File: config.mk
export PLATFORM = sky130hd
export DESIGN_NAME = alu_logic_arbiter
export DESIGN_NICKNAME = d
export VERILOG_FILES = /design/src/rtl/alu_logic_arbiter_pkg.sv /design/src/rtl/logic_unit_16bit.sv /design/src/rtl/alu_logic_arbiter.sv
export SDC_FILE = /design/constraint.sdc
export NUM_CORES = 1
export LEC_CHECK = 0
export CORE_MARGIN = 2
export CORE_UTILIZATION = 49
export DETAILED_ROUTE_END_ITERATION = 12
export MAX_ROUTING_LAYER = met4
export PLACE_DENSITY = 0.79
export SLEW_MARGIN = 10
export SYNTH_ARGS = -nofsm -noshare
export SYNTH_HDL_FRONTEND = slang
export SYNTH_SLANG_ARGS = --single-unit
File: constraint.sdc
create_clock -name clk -period 2.6 [get_ports clk]
set_input_delay 0.26 -clock clk [delete_from_list [all_inputs] [get_ports clk]]
set_output_delay 0.26 -clock clk [all_outputs]
set_load 0.005 [all_outputs]
File: src/rtl/alu_logic_arbiter_pkg.sv
// -----------------------------------------------------------------------------
// alu_logic_arbiter_pkg
// Shared definitions for the shared logic-unit arbiter: default widths,
// opcode encodings of the bitwise logic unit and the sequencing FSM states.
// No ports (package).
// -----------------------------------------------------------------------------
package alu_logic_arbiter_pkg;

    localparam int DATA_W = 16;
    localparam int OP_W   = 2;

    // Bitwise operation codes; all four encodings are legal.
    typedef enum logic [1:0] {
        OP_NOT = 2'b00,
        OP_AND = 2'b01,
        OP_OR  = 2'b10,
        OP_XOR = 2'b11
    } op_t;

    // accept -> execute -> respond sequencing
    typedef enum logic [1:0] {
        S_IDLE = 2'b00,
        S_EXEC = 2'b01,
        S_RESP = 2'b10
    } state_t;

endpackage

File: src/rtl/logic_unit_16bit.sv
// -----------------------------------------------------------------------------
// logic_unit_16bit
// Purely combinational bitwise unit: Y = ~A, A&B, A|B or A^B by opcode.
// Ports:
//   i_op  [OPW-1:0]    opcode (see op_t)
//   i_a   [WIDTH-1:0]  operand A
//   i_b   [WIDTH-1:0]  operand B (unused for NOT)
//   o_y   [WIDTH-1:0]  result
// -----------------------------------------------------------------------------
module logic_unit_16bit
    import alu_logic_arbiter_pkg::*;
#(
    parameter int WIDTH = DATA_W,
    parameter int OPW   = OP_W
) (
    input  logic [OPW-1:0]   i_op,
    input  logic [WIDTH-1:0] i_a,
    input  logic [WIDTH-1:0] i_b,
    output logic [WIDTH-1:0] o_y
);

    // Opcode decode of the bitwise operation
    always_comb begin
        o_y = '0;
        case (i_op)
            OP_NOT:  o_y = ~i_a;
            OP_AND:  o_y = i_a & i_b;
            OP_OR:   o_y = i_a | i_b;
            OP_XOR:  o_y = i_a ^ i_b;
            default: o_y = '0;
        endcase
    end

endmodule

File: src/rtl/alu_logic_arbiter.sv
// -----------------------------------------------------------------------------
// alu_logic_arbiter
// Shares one bitwise logic unit between two requesters. Round-robin grant in
// IDLE, operands captured on accept, one EXEC cycle, then the result is held
// in RESP until the consumer takes it. One operation in flight at a time.
// Ports:
//   clk, rst                     clock, asynchronous active-high reset
//   reqN_valid/ready/op/a/b      request channel of requester N (N = 0, 1)
//   rsp_valid/ready              response handshake
//   rsp_id                       requester that issued the result
//   rsp_y, rsp_zero              result and (result == 0) flag
//   busy                         high whenever the FSM is not idle
// -----------------------------------------------------------------------------
module alu_logic_arbiter
    import alu_logic_arbiter_pkg::*;
#(
    parameter int WIDTH = DATA_W,
    parameter int OPW   = OP_W
) (
    input  logic             clk,
    input  logic             rst,
    input  logic             req0_valid,
    output logic             req0_ready,
    input  logic [OPW-1:0]   req0_op,
    input  logic [WIDTH-1:0] req0_a,
    input  logic [WIDTH-1:0] req0_b,
    input  logic             req1_valid,
    output logic             req1_ready,
    input  logic [OPW-1:0]   req1_op,
    input  logic [WIDTH-1:0] req1_a,
    input  logic [WIDTH-1:0] req1_b,
    output logic             rsp_valid,
    input  logic             rsp_ready,
    output logic             rsp_id,
    output logic [WIDTH-1:0] rsp_y,
    output logic             rsp_zero,
    output logic             busy
);

    state_t           r_state;
    logic [OPW-1:0]   r_op;
    logic [WIDTH-1:0] r_a;
    logic [WIDTH-1:0] r_b;
    logic             r_id;
    logic             r_last_grant;

    logic             w_any_valid;
    logic             w_grant_id;
    logic             w_idle;
    logic [WIDTH-1:0] w_y;

    // Round-robin grant and combinational ready; ready is forced low while
    // reset is asserted so nothing can be accepted during reset.
    always_comb begin
        w_any_valid = req0_valid | req1_valid;
        if (req0_valid && req1_valid) begin
            w_grant_id = ~r_last_grant;
        end else if (req1_valid) begin
            w_grant_id = 1'b1;
        end else begin
            w_grant_id = 1'b0;
        end
        w_idle     = (r_state == S_IDLE) && !rst;
        req0_ready = w_idle && req0_valid && (w_grant_id == 1'b0);
        req1_ready = w_idle && req1_valid && (w_grant_id == 1'b1);
    end

    assign busy = (r_state != S_IDLE);

    logic_unit_16bit #(
        .WIDTH (WIDTH),
        .OPW   (OPW)
    ) u_logic_unit (
        .i_op (r_op),
        .i_a  (r_a),
        .i_b  (r_b),
        .o_y  (w_y)
    );

    // Sequencing FSM with operand capture and response registers
    always_ff @(posedge clk or posedge rst) begin
        if (rst) begin
            r_state      <= S_IDLE;
            r_op         <= '0;
            r_a          <= '0;
            r_b          <= '0;
            r_id         <= 1'b0;
            // Pointer at 1 so requester 0 wins the first contention.
            r_last_grant <= 1'b1;
            rsp_valid    <= 1'b0;
            rsp_id       <= 1'b0;
            rsp_y        <= '0;
            rsp_zero     <= 1'b0;
        end else begin
            case (r_state)
                S_IDLE: begin
                    if (w_any_valid) begin
                        r_id    <= w_grant_id;
                        r_op    <= w_grant_id ? req1_op : req0_op;
                        r_a     <= w_grant_id ? req1_a  : req0_a;
                        r_b     <= w_grant_id ? req1_b  : req0_b;
                        r_state <= S_EXEC;
                    end else begin
                        r_state <= S_IDLE;
                    end
                end
                S_EXEC: begin
                    rsp_y     <= w_y;
                    rsp_zero  <= (w_y == '0);
                    rsp_id    <= r_id;
                    rsp_valid <= 1'b1;
                    r_state   <= S_RESP;
                end
                S_RESP: begin
                    // Result stays frozen until the consumer accepts it.
                    if (rsp_ready) begin
                        rsp_valid    <= 1'b0;
                        r_last_grant <= rsp_id;
                        r_state      <= S_IDLE;
                    end else begin
                        r_state <= S_RESP;
                    end
                end
                default: begin
                    rsp_valid <= 1'b0;
                    r_state   <= S_IDLE;
                end
            endcase
        end
    end

endmodule

* Yosys cells after proc, flatten, opt, wreduce, memory -nomap -nowiden
Index checks and enable logic that the tools add are counted.
Widths: inputs -> output; s select.
** Storage, ports and cells
- Register bits after elaboration :: 57
- Output and inout port bits :: 22
- Logic and storage cells :: 49
- Input bits :: 73
** Operators by class
- Reductions and logical operators :: 14
- Mux-type cells :: 11
- Bitwise gates (word level) :: 8
- Eq/ne operators :: 6
** Operators by type and width (number)
- $pmux 16 s4 :: 1
- $mux 16 :: 2
- $and 16x16->16 :: 1
- $logic_not 16->1 :: 1
- $not 16->16 :: 1
- $or 16x16->16 :: 1
- $xor 16x16->16 :: 1
- $eq 2x2->1 const B :: 3
- $logic_and 1x1->1 :: 6
- $pmux 2 s3 :: 1
- $reduce_and 2->1 :: 3
- $eq 2x1->1 const B :: 2
- $logic_not 2->1 :: 2
- $mux 1 :: 4
- $mux 2 :: 2
- $not 1->1 :: 3
- $pmux 1 s3 :: 1
- $ne 2x2->1 const B :: 1
- $reduce_bool 2->1 :: 1
- $logic_not 1->1 :: 1
- $or 1x1->1 :: 1

* Logic depth before layout (Yosys ltp)
Gate-level depths: netlist of run 1.
- Depth after elaboration :: 4
- Mapped depth :: 7
- Mapped depth without buffers :: 7

* Cells and area by module
Synthesis of run 1 repeated with hierarchy kept, for this count alone.
** Second synthesis, totals
- Cell total of the unflattened synthesis :: 275
- Area, all modules :: 3860.0 um^2
** By module, submodules not included
- alu_logic_arbiter :: seq. area each 1427.6 um^2, instances 1, cells each 175, area each 2836.5 um^2
- logic_unit_16bit :: seq. area each 0.0 um^2, instances 1, cells each 100, area each 1023.5 um^2

* Worst setup path before layout of run 1
No wires, ideal clock.
- Kind :: input -> output
- Start point :: input rst
- End point :: output req1_ready
- Stages on the path :: 2
- Arrival time :: 1.791 ns
- Path slack :: 0.549 ns
- Data required time :: 2.340 ns
- Path buffers :: 0
- Cell sequence :: inv_1 > and3_1
** On the way
- Cells in the longest elaborated chain, start to end :: 4
** RTL lines
- start, declared :: line alu_logic_arbiter.sv:21 : input logic rst,
- $logic_not 1->1 (no line)
- $logic_and 1x1->1 :: line alu_logic_arbiter.sv:63 : w_idle = (r_state == S_IDLE) && !rst;
- $logic_and 1x1->1 (2 in series) :: line alu_logic_arbiter.sv:65 : req1_ready = w_idle && req1_valid && (w_grant_id == 1'b1);
- end, declared :: line alu_logic_arbiter.sv:28 : output logic req1_ready,
Every way passes these cells.

* Final worst setup path of run 1
- Start point :: register r_state[0]
- End point :: output req0_ready
** On the way
- Cells in the longest elaborated chain, start to end :: 4
** RTL lines
- start, declared :: line alu_logic_arbiter.sv:40 : state_t r_state;
- start signal, assigned :: line alu_logic_arbiter.sv:83 : r_state <= S_IDLE;
- start signal, assigned :: line alu_logic_arbiter.sv:102 : r_state <= S_EXEC;
- start signal, assigned :: line alu_logic_arbiter.sv:104 : r_state <= S_IDLE;
- $logic_not 2->1 :: line alu_logic_arbiter.sv:63
- $logic_and 1x1->1 :: line alu_logic_arbiter.sv:63
- $logic_and 1x1->1 (2 in series) :: line alu_logic_arbiter.sv:64 : req0_ready = w_idle && req0_valid && (w_grant_id == 1'b0);
- end, declared :: line alu_logic_arbiter.sv:23 : output logic req0_ready,
Every way passes these cells.

==> metrics.txt, run 1 <==
total power divided by cell area=1100 mW/mm²; synth-to-layout area growth=36.7%; number of antenna violations at the first check in global routing=0; maximum net fanout on the critical path=7; antenna diode count=0; count of unresolved DRC violations after routing=0; worst vdd rail ir drop=0.540 mV; number of H-tree levels=3; Slew @ Worst Pin=727 ps; post-synthesis sequential area ratio=41.1%; Slew HR=51.5%; Crit-path slowest cell=sky130_fd_sc_hd__clkdlybuf4s50_1; type of element capturing the critical path=primary output; total vias in the final route=2696; post-route worst setup slack=288 ps; Routed WL=7370 µm; all-layer global routing usage=21.4%; largest net degree at the start of global routing=58; number of synthesized register bits=57; maximum capacitance violations=0; via count of the first global-routing pass=2801; Worst Hold Path Cells=2; power after layout=0.00523 W; iteration count of the initial detailed-routing pass=4; number of warnings issued by yosys=0; class of the tightest hold or removal check=reg -> reg; critical path start-end classification=reg -> out; setup TNS=0 ps; vertical die dimension=88.2 µm; number of instances in the synthesized netlist=350; Boundary Pins=95; number of violations reported at the end of detailed-routing iteration 0=146; WL per Instance=13.5 µm; Starting Density=50.9%; hold wc startpoint=rsp_y[13]; post-synthesis net count=455; endpoint of the worst hold-timing path=rsp_y[13]; reg-to-reg startpoint=r_op[0]; Setup Fix Bufs, Post-CTS=0; core outline area=0.00683 mm²; FMAX=433 MHz; Resized cells post-CTS=0; Rows=30; unrepaired setup endpoints after global routing=no; run status=finished, final reports clean; clock net sink count=57; minimum period implied by the final worst setup slack=2310 ps; list of cells traversed by the critical path=nor2_1 > inv_2 > nor4b_1 > clkdlybuf4s50_1; Startpoint Class=flip-flop; clk_lat worst skew=340 ps; worst reg2reg endpoint=rsp_zero; average via count per standard cell=4.95; final number of max-transition violations=0; clock tree from TritonCTS=done; Clock Root Buffer=sky130_fd_sc_hd__clkbuf_8; Routed Antenna Nets=0; Fin Hold WS=474 ps; number of nets in the final layout=550; clock buffer depth=2; Overflow after GRT=0; global-route wire length before repair=12400 µm; post-route clock period utilization=88.9%; die area=0.00779 mm²; port buffer count=94; placed wire-length estimate after detailed placement=5590 µm; post-placement worst setup slack=457 ps; reg-to-reg setup timing slack=550 ps; endpoint arrival time on the critical path=2050 ps; depth of the worst register-to-register path=3; final-report setup violation count=0; clk_skew=7.95 ps; Routability Congestion=0.786; die boundary width=88.2 µm; count of distinct cell types in the synthesized netlist=34; ratio of cells with drive above 1 in the final layout=9.58%; average instance area after synthesis=9.93 µm²; data required time of the worst path=2340 ps; cts-stage hold buffer count=0; Inserted Clock Buffers=9; clock input transition at the sequential cells of the worst setup and hold paths=70 ps; Pleak=2.29 nW; Syn Std Cell Area=0.00348 mm²; final hold vios=0; maximum single-stage delay on the critical path=550 ps
[logic make-up (layout without fill, tap and decap cells)]
logic type                 after synthesis  in the layout  share of synthesized area, %
adders and majority gates               32             32                          11.5
AOI/OAI and AO/OA                       52             52                          8.35
DFF                                     57             57                          41.1
and+or+nand+nor                         85             85                          10.1
buffers and inverters                   73            172                          8.89
muxes                                   51             51                          20.1
[synth_stat cells, drive strengths merged]
cell type	count	area [µm²]
clkbuf	6	22.5
a21boi	1	7.51
inv	55	206
nand2b	2	12.5
a21oi	36	180
o21ai	8	40.0
mux4	14	327
ha	32	400
nand2	35	131
a22o	1	8.76
o21a	2	15.0
a211oi	1	7.51
a31oi	1	6.26
a2111oi	1	15.0
dfrtp	56	1400
nor2b	1	6.26
nand4	1	6.26
and3	1	6.26
dfstp	1	26.3
nor4	3	18.8
buf	12	80.1
nor2	40	153
nand3b	1	7.51
mux2	2	22.5
mux2i	35	350
nor4b	1	8.76
a32o	1	10.0
[critical path: cells and delay by family, from the launching register on]
family | cells | cell delay (ps)
buffers and inverters | 2 | 660
flip-flops | 1 | 440
AND/OR/NAND/NOR | 2 | 610
[layer usage]
layer,share of wire [%],vias to the layer above,global-route usage (%)
met5,0,-,-
met4,2.9,0,9.92
met3,4.0,17,3.64
met2,51,68,36.2
met1,42,1256,25.0
li1,-,1355,-
[state kept, by name (all words and copies together) (netlist names)]
register / count
r_a: 16
r_b: 16
rsp_y: 16
r_op: 2
r_state: 2
r_id: 1
r_last_grant: 1
rsp_id: 1
rsp_valid: 1
rsp_zero: 1
[through the flow]
stage               util (%)  cell area [µm²]  cells
floorplan                  -             3480    350
global placement        66.4             4540    530
detailed placement      66.4             4540    530
CTS                     69.6             4750    545
global route            69.6             4750    545
finish                  69.6             4750    545
[how the worst max path moves through the flow]
stage               startpoint    endpoint  slack [ps]  cells after the start
finish              r_state[0]  req0_ready         290                      4
global route        r_state[0]  req0_ready         170                      4
CTS                 r_state[0]  req0_ready         290                      4
detailed placement  req0_valid      r_b[0]         460                      6
global placement    req1_valid      r_b[0]         470                      6
floorplan                  rst  req1_ready         550                      2
[layout make-up]
class | instances | area [µm²]
sequential | 57 | 1430
clock inverter | 2 | 35.0
fill | 536 | 2080
multi-input combinational | 220 | 1760
clock buffer | 13 | 179
tap | 96 | 120
inverter | 55 | 206
timing repair buffer | 102 | 1030
[placed cells by master (no fill, tap or decap), drive strengths merged, types with 2 or more instances in the layout]
| cell type | n |
|---|---|
| inv | 55 |
| a21oi | 36 |
| o21ai | 8 |
| mux4 | 14 |
| o21a | 2 |
| nand2 | 35 |
| nor2 | 40 |
| nand2b | 2 |
| ha | 32 |
| clkbuf | 13 |
| mux2 | 2 |
| dfrtp | 56 |
| clkdlybuf4s50 | 94 |
| mux2i | 35 |
| nor4 | 3 |
| buf | 8 |
[where the power goes]
part           internal (W)  switching, W  leakage (nW)
registers           0.00133      0.000405         0.653
logic               0.00138       0.00123          1.53
clock network      0.000540      0.000343         0.112
total               0.00325       0.00198          2.29
No activity file was read; power rests on OpenSTA's default activity.
==> inputs of run 2 (changes only) <==
Settings changed: CAP_MARGIN from default to 10, CTS_CLUSTER_DIAMETER from default to 200.
==> results of run 2 <==
The final DEF is identical to that of run 1; final timing and power are the same.
